===== config.mk =====
export PLATFORM = sky130hd
export DESIGN_NAME = sign_zero_extend
export DESIGN_NICKNAME = d
export VERILOG_FILES = /design/src/rtl/sign_zero_extend.sv
export SDC_FILE = /design/constraint.sdc
export NUM_CORES = 1
export LEC_CHECK = 0
export CAP_MARGIN = 15
export CORE_MARGIN = 3
export CORE_UTILIZATION = 28
export CTS_CLUSTER_DIAMETER = 60
export DETAILED_ROUTE_END_ITERATION = 8
export PLACE_DENSITY = 0.85
export REMOVE_ABC_BUFFERS = 1
export SLEW_MARGIN = 20
export SYNTH_ARGS = -nofsm -noshare
export SYNTH_HDL_FRONTEND = slang
export SYNTH_SLANG_ARGS = --single-unit

===== constraint.sdc =====
create_clock -name CLK -period 1.9 [get_ports CLK]
set_input_delay 0.19 -clock CLK [delete_from_list [all_inputs] [get_ports CLK]]
set_output_delay 0.19 -clock CLK [all_outputs]
set_load 0.05 [all_outputs]

===== src/rtl/sign_zero_extend.sv =====
// RISC-V immediate generator: registers the U/J/I/S/B immediates of an instruction word.
// Optional macro SIGN_ZERO_EXTEND_IMM_MUX_EN adds IMM_SEL/IMM_OUT, a registered format-select output.
module sign_zero_extend #(
  parameter int XLEN = 32
) (
  input  logic            CLK,
  input  logic            RESET,
  input  logic            EN,
  input  logic            ZERO_EXT,
  input  logic [XLEN-1:0] INSTRUCTION,
`ifdef SIGN_ZERO_EXTEND_IMM_MUX_EN
  input  logic [2:0]      IMM_SEL,
  output logic [XLEN-1:0] IMM_OUT,
`endif
  output logic [XLEN-1:0] U_TYPE,
  output logic [XLEN-1:0] J_TYPE,
  output logic [XLEN-1:0] I_TYPE,
  output logic [XLEN-1:0] S_TYPE,
  output logic [XLEN-1:0] B_TYPE
);

  function automatic logic ext_bit(input logic [XLEN-1:0] instr, input logic zext);
    return zext ? 1'b0 : instr[31];
  endfunction

  function automatic logic [XLEN-1:0] imm_u(input logic [XLEN-1:0] instr);
    return {instr[31:12], 12'b0};
  endfunction

  function automatic logic [XLEN-1:0] imm_i(input logic [XLEN-1:0] instr, input logic zext);
    return {{20{ext_bit(instr, zext)}}, instr[31:20]};
  endfunction

  function automatic logic [XLEN-1:0] imm_s(input logic [XLEN-1:0] instr, input logic zext);
    return {{20{ext_bit(instr, zext)}}, instr[31:25], instr[11:7]};
  endfunction

  function automatic logic [XLEN-1:0] imm_b(input logic [XLEN-1:0] instr, input logic zext);
    return {{19{ext_bit(instr, zext)}}, instr[31], instr[7], instr[30:25], instr[11:8], 1'b0};
  endfunction

  function automatic logic [XLEN-1:0] imm_j(input logic [XLEN-1:0] instr, input logic zext);
    return {{11{ext_bit(instr, zext)}}, instr[31], instr[19:12], instr[20], instr[30:21], 1'b0};
  endfunction

  logic [XLEN-1:0] u_p0, j_p0, i_p0, s_p0, b_p0;
  logic [XLEN-1:0] u_p1, j_p1, i_p1, s_p1, b_p1;

  // Stage p0: combinational slicing of the raw instruction word
  always_comb begin
    u_p0 = imm_u(INSTRUCTION);
    j_p0 = imm_j(INSTRUCTION, ZERO_EXT);
    i_p0 = imm_i(INSTRUCTION, ZERO_EXT);
    s_p0 = imm_s(INSTRUCTION, ZERO_EXT);
    b_p0 = imm_b(INSTRUCTION, ZERO_EXT);
  end

  // Stage p1: decode-boundary registers, held while EN is low
  always_ff @(posedge CLK or posedge RESET) begin
    if (RESET) begin
      u_p1 <= '0;
      j_p1 <= '0;
      i_p1 <= '0;
      s_p1 <= '0;
      b_p1 <= '0;
    end else if (EN) begin
      u_p1 <= u_p0;
      j_p1 <= j_p0;
      i_p1 <= i_p0;
      s_p1 <= s_p0;
      b_p1 <= b_p0;
    end
  end

  assign U_TYPE = u_p1;
  assign J_TYPE = j_p1;
  assign I_TYPE = i_p1;
  assign S_TYPE = s_p1;
  assign B_TYPE = b_p1;

`ifdef SIGN_ZERO_EXTEND_IMM_MUX_EN
  logic [XLEN-1:0] imm_p0, imm_p1;

  // Selection uses the same p0 values so IMM_OUT lines up with the per-format outputs
  always_comb begin
    imm_p0 = '0;
    case (IMM_SEL)
      3'd0:    imm_p0 = i_p0;
      3'd1:    imm_p0 = s_p0;
      3'd2:    imm_p0 = b_p0;
      3'd3:    imm_p0 = u_p0;
      3'd4:    imm_p0 = j_p0;
      default: imm_p0 = '0;
    endcase
  end

  always_ff @(posedge CLK or posedge RESET) begin
    if (RESET)   imm_p1 <= '0;
    else if (EN) imm_p1 <= imm_p0;
  end

  assign IMM_OUT = imm_p1;
`endif

endmodule


# Word-level counts from Yosys, hierarchy flattened
# Cells that the tools add are included.
# W data, S select, Z words.
# totals
ff_bits	80
inputBits	36
output_inout_bits	160
elab_cells	6
# classes
n_mux	1
# ops
op	count
$mux W1	1

# Logic depth before layout (Yosys ltp)
# Gate-level depths: netlist of the first run.
# depth
ltp_word	1
ltp_mapped	4
ltp_nobuf	2

# Least setup slack after synthesis of the first run
# No wires, ideal clock.
# synth_path
kind	register to output
start	register, netlist name I_TYPE[12]
end	output B_TYPE[14]
arrival_ns	2.046
required_time_ns	1.710
slack_ns	-0.336
stages_incl_launch_ff	2
path_buffers	1
path_cell_list	dfrtp_1 > buf_4
# synth_rtl
item	line_no	source
to (decl)	19	output logic [XLEN-1:0] B_TYPE

# Worst setup path after layout of the first run
# layout_path
start	register i_p1[11] (netlist: I_TYPE[11])
end	output I_TYPE[11]
# layout_rtl
item	line_no	source
from (decl)	47	logic [XLEN-1:0] u_p1, j_p1, i_p1, s_p1, b_p1;
from (signal assigned)	69	i_p1 <= i_p0;
to (decl)	17	output logic [XLEN-1:0] I_TYPE,
# No word-level cell between the ends.

==> qor.csv, run 1 <==
metric;value;unit
status;completed;
Post-Syn Area;2067;um^2
sw power;1.606;mW
DRT iter0 DRCs;26;
core area;6982;um^2
total power;3.329;mW
critical-path cell with the highest stage delay;clkdlybuf4s50_1;
drc violations;0;
clk sinks;26;
I/O pin total;196;
area growth from synthesis to final layout;81.96;%
Vias;1277;
R2R depth;3;
Sw Share;48.23;%
first-pass GRT wire length;8.769;mm
sequential area share after synthesis;31.48;%
Arr. time, crit path;1.63;ns
internal power;1.724;mW
CP cell instances;clkdlybuf4s50_1;
worst IR drop on VDD;0.2851;mV
Vias/cell;3.670;
Setup Skew;0;ns
final count of pins violating max slew;0;
worst hold path class;input pin to async pin;
area of the multi-input gates;401.6;um^2
die width;91.92;um
row count;30;
final wirelength;6.007;mm
Post-DP HPWL;5.144;mm
Setup violations, final;0;
FF/Latch Area;651.9;um^2
clock share of power;14.0;%
count of different cell masters after synthesis;12;
antenna violations before repair;0;
Post-CTS Setup Repair Bufs;0;
synth top area cells;buf_4, dfrtp_1, mux2_4;
diode count;0;
Max stage delay on crit path;0.87;ns
routed length per instance;17.26;um
Final Cycle Share;95.53;%
beginning of the critical path;I_TYPE[11]$_DFFE_PP0P_;
Gate power share;65.7;%
vias in the first global route;1263;
r2r endpoint;I_TYPE[12]$_DFFE_PP0P_;
H-tree depth;1;
Initial Utilization;29.61;%
CTS max path bufs;2;
Synth top area share;48.67;%
CP Max Fanout;6;
Slew HR;62.30;%
CTS Buf Count;3;
sequential share of power;20.2;%
CP Data Required Time;1.71;ns
top cell type by total area after synthesis;buf_4;
flop-to-flop setup slack;0.80;ns
RSZ-0062 raised after global routing;no;
Skew-Pair Late Insertion Delay;0.27;ns
DIE AREA;8449;um^2
GRT Total Usage;13.30;%
largest net degree at the start of global routing;38;
Max Fclk;550.9;MHz
DR pass1 iterations;4;
Synth Area per Inst;10.65;um^2
Fin. Hold Viols;0;
delay-heaviest family, CP;buffers and inverters;
CTS tree;yes;
pwr dens;885.1;nW/um^2
critical path endpoint category;primary output;
Fillers;585;
post-CTS sizing;0;
Routed Antenna Nets;0;
type of the worst setup path;flip-flop to primary output;
Seq cells post-synth;26;
r2r startpoint;I_TYPE[12]$_DFFE_PP0P_;
yosys warns;0;
DIE HEIGHT;91.92;um
post-layout util;53.87;%
final net count;289;
Tmin final;1.815;ns
Worst Max-Slew Pin Slew;0.5638;ns
layout cells sized above 1;41.27;%
max_cap viols;0;
remaining global-route overflow;0;
CTS Root Cell;clkbuf_8;
hold buffers post-CTS;0;
CP Buf/Inv Count;1;
Critical Path Source Type;flip-flop;
placer congestion estimate;0.7024;
Clock transition at path regs;0.10;ns
Pleak;1.616;nW
post-synthesis cell count;194;
IO Port Bufs;174;
==> placed cells by master, fill, tap and decap left out <==
cell type and n:
conb_1 14, buf_4 1, inv_1 3, clkdlybuf4s50_1 103
o22ai_1 1, buf_12 73, mux2_2 7, o21ai_0 1
mux2_4 17, buf_2 1, dfrtp_2 1, bufinv_16 1
dfrtp_1 25, nand2_1 1, clkbuf_8 3
==> synth_stat cells <==
master / count
buf_12: 1
buf_4: 134
buf_6: 1
buf_8: 1
conb_1: 1
dfrtp_1: 26
inv_1: 3
mux2_2: 7
mux2_4: 17
nand2_1: 1
o21ai_0: 1
o22ai_1: 1
==> worst reg2reg max path: cells and delay by family (launching register included) <==
family	cells	cell delay (ns)
buffers and inverters	2	0.44
AO/OA/AOI/OAI	1	0.16
flip-flops	1	0.42
==> flip-flops by register name (all words and copies together), names as in the netlist <==
signal	count
J_TYPE	8
S_TYPE	5
I_TYPE	13
==> logic make-up (layout without fill, tap and decap cells) <==
logic type | Yosys count | after routing | share of synthesized area (%)
AOI/OAI and AO/OA | 2 | 2 | 0.5448
buffers and inverters | 140 | 185 | 51.45
DFF | 26 | 26 | 31.48
muxes | 24 | 24 | 16.16
other | 1 | 14 | 0.1814
and+or+nand+nor | 1 | 1 | 0.1814
==> power by group through the flow <==
stage          clock network [mW]  registers (mW)  logic [mW]
2_1_floorplan                   0            1.49       0.153
3_3_place_gp                    0           0.680        2.18
3_5_place_dp                    0           0.686        2.20
4_1_cts                     0.486           0.675        2.21
5_1_grt                     0.514           0.685        2.23
6_report                    0.468           0.673        2.19
==> cell type report <==
type                       count  share of cell area (%)
sequential                    26                   17.33
clock inverter                 1                  0.7984
clock buffer                   3                   1.098
multi-input combinational     41                   10.68
tap                           96                   3.194
inverter                       3                  0.2994
timing repair buffer         178                   66.60
==> layer usage <==
metal  part of all wire (%)  vias to the layer above  track usage [%]
li1                       -                      575                -
met1                     35                      614            14.62
met2                     57                       84            25.97
met3                    7.5                        4            2.625
met4                   0.75                        0            2.970
met5                      0                        -                0
==> worst max-delay path by stage <==
| stage | end | slack [ns] | cells after the start |
|---|---|---|---|
| 2_1_floorplan | I_TYPE[12]$_DFFE_PP0P_ | -20.36 | 2 |
| 3_3_place_gp | U_TYPE[31] | 0.42 | 1 |
| 3_5_place_dp | U_TYPE[27] | 0.36 | 1 |
| 4_1_cts | U_TYPE[27] | 0.04 | 1 |
| 5_1_grt | I_TYPE[11] | 0.01 | 1 |
| 6_report | I_TYPE[11] | 0.08 | 1 |
==> per-stage QoR <==
stage | setup TNS (ns) | worst slack [ns] | hold WS [ns] | cell area [um^2] | std cells
global route | 0 | 0.009529 | 0.2978 | 3761 | 348
CTS | 0 | 0.03750 | 0.2701 | 3761 | 348
finish | 0 | 0.08491 | 0.2523 | 3761 | 348
global placement | 0 | 0.4207 | 0.5214 | 3690 | 344
detailed placement | 0 | 0.3624 | 0.5311 | 3690 | 344
floorplan | -1385.63 | -20.36 | 0.2300 | 1064 | 70
Note: power is estimated with default switching activity, not from simulation.
==> inputs of run 2 (changes only) <==
--- a/config.mk
+++ b/config.mk
@@ -8,6 +8,7 @@
 export CAP_MARGIN = 15
 export CORE_MARGIN = 3
 export CORE_UTILIZATION = 28
+export CTS_BUF_LIST = sky130_fd_sc_hd__clkbuf_16
 export CTS_CLUSTER_DIAMETER = 60
 export DETAILED_ROUTE_END_ITERATION = 8
 export PLACE_DENSITY = 0.85
==> qor.csv, run 2 (same netlist as run 1, synthesis figures left out) <==
metric;value;unit;change
status;completed;;
CTS Buf Count;3;;unchanged
Setup Skew;0;ns;unchanged
post-CTS sizing;0;;unchanged
Skew-Pair Late Insertion Delay;0.26;ns;about the same
largest net degree at the start of global routing;38;;unchanged
flop-to-flop setup slack;0.81;ns;about the same
CTS Root Cell;clkbuf_16;;
Vias/cell;3.670;;unchanged
die width;91.92;um;unchanged
total power;3.481;mW;+4.5%
CTS max path bufs;2;;unchanged
DR pass1 iterations;4;;unchanged
core area;6982;um^2;unchanged
Vias;1277;;unchanged
DIE HEIGHT;91.92;um;unchanged
placed cell area;3690;um^2;unchanged
CP Buf/Inv Count;1;;unchanged
area growth from synthesis to final layout;83.60;%;
CP Data Required Time;1.71;ns;about the same
commonest non-fill, non-tap cell in the layout;clkdlybuf4s50_1;;
Tmin final;1.796;ns;-0.01887 ns
Max Fclk;556.7;MHz;+1.1%
Fin. Hold Viols;0;;unchanged
Final Cycle Share;94.54;%;-0.99 points
r2r endpoint;I_TYPE[12]$_DFFE_PP0P_;;
vias in the first global route;1256;;-0.55%
most frequent cells in the layout;clkdlybuf4s50_1, buf_12, dfrtp_1;;
final net count;289;;unchanged
GRT Total Usage;13.44;%;+0.14 points
Routed Antenna Nets;0;;unchanged
pwr dens;917.2;nW/um^2;+3.6%
Critical Path Source Type;flip-flop;;
layout cells sized above 1;41.27;%;unchanged
first-pass GRT wire length;8.776;mm;about the same
drc violations;0;;unchanged
RSZ-0062 raised after global routing;no;;
type of the worst setup path;flip-flop to primary output;;
final wirelength;6.016;mm;+0.15%
r2r startpoint;I_TYPE[12]$_DFFE_PP0P_;;
diode count;0;;unchanged
delay-heaviest family, CP;buffers and inverters;;
critical-path cell with the highest stage delay;clkdlybuf4s50_1;;
max reg flops;13;;unchanged
Clock transition at path regs;0.07;ns;-0.03 ns
DIE AREA;8449;um^2;unchanged
I/O pin total;196;;unchanged
Arr. time, crit path;1.61;ns;-0.02 ns
Max stage delay on crit path;0.87;ns;about the same
hold buffers post-CTS;0;;unchanged
Pleak;1.631;nW;+0.95%
Final Instance Area;3795;um^2;+0.90%
Post-CTS Setup Repair Bufs;0;;unchanged
Slew HR;62.30;%;unchanged
Post-DP HPWL;5.144;mm;unchanged
Initial Utilization;29.61;%;unchanged
clk sinks;26;;unchanged
IO Port Bufs;174;;unchanged
DRT iter0 DRCs;34;;+31%
worst IR drop on VDD;0.3514;mV;+23%
placer congestion estimate;0.7024;;unchanged
max_cap viols;0;;unchanged
R2R depth;3;;unchanged
critical path endpoint category;primary output;;
worst hold path class;input pin to async pin;;
Setup violations, final;0;;unchanged
CP cell instances;clkdlybuf4s50_1;;
Worst Max-Slew Pin Slew;0.5638;ns;unchanged
routed length per instance;17.29;um;+0.15%
H-tree depth;1;;unchanged
antenna violations before repair;0;;unchanged
final count of pins violating max slew;0;;unchanged
remaining global-route overflow;0;;unchanged
row count;30;;unchanged
CTS tree;yes;;
CP Max Fanout;6;;unchanged
==> run 2: changes by cell type in the layout (fill, tap and decap cells not counted) <==
cell	before	now
clkbuf_16	0	3
clkbuf_8	3	0
==> run 2: stage by stage <==
stage	setup slack (ns)	TNS, ns	utilization [%]	hold slack (ns)	cells
after floorplan	-20.36	-1385.63	-	0.2300	70
after global placement	0.4207	0	52.85	0.5214	344
after detailed placement	0.3624	0	52.85	0.5311	344
after CTS	0.06599	0	54.35	0.2952	348
after global routing	0.03713	0	54.35	0.3300	348
final	0.1038	0	54.35	0.2746	348
==> run 2: worst max-delay path by stage <==
| stage | from | endpoint | slack [ns] | cells past startpoint |
|---|---|---|---|---|
| global route | I_TYPE[11]$_DFFE_PP0P_ | I_TYPE[11] | 0.04 | 1 |
| finish | I_TYPE[11]$_DFFE_PP0P_ | I_TYPE[11] | 0.10 | 1 |
| global placement | I_TYPE[11]$_DFFE_PP0P_ | U_TYPE[31] | 0.42 | 1 |
| CTS | I_TYPE[7]$_DFFE_PP0P_ | U_TYPE[27] | 0.07 | 1 |
| floorplan | I_TYPE[12]$_DFFE_PP0P_ | I_TYPE[12]$_DFFE_PP0P_ | -20.36 | 2 |
| detailed placement | I_TYPE[7]$_DFFE_PP0P_ | U_TYPE[27] | 0.36 | 1 |
==> run 2: power by group <==
part / internal [mW] / leakage [nW] / switching [mW]
Clock: 0.419 / 0.0511 / 0.199
Combinational: 0.834 / 1.28 / 1.36
Sequential: 0.609 / 0.304 / 0.0644
Total: 1.86 / 1.63 / 1.62
==> run 2: routing by layer <==
layer | vias up | part of all wire [%] | track usage [%]
met3 | 4 | 7.5 | 2.625
li1 | 576 | - | -
met2 | 84 | 56 | 25.85
met5 | - | 0 | 0
met4 | 0 | 1.1 | 4.084
met1 | 613 | 35 | 14.67
==> run 2: area by class of cell <==
cell class	instances	area, um^2
Clock buffer	3	75.07
Clock inverter	1	30.03
Fill cell	582	3187
Inverter	3	11.26
Multi-Input combinational cell	41	401.6
Sequential cell	26	651.9
Tap cell	96	120.1
Timing Repair Buffer	178	2505
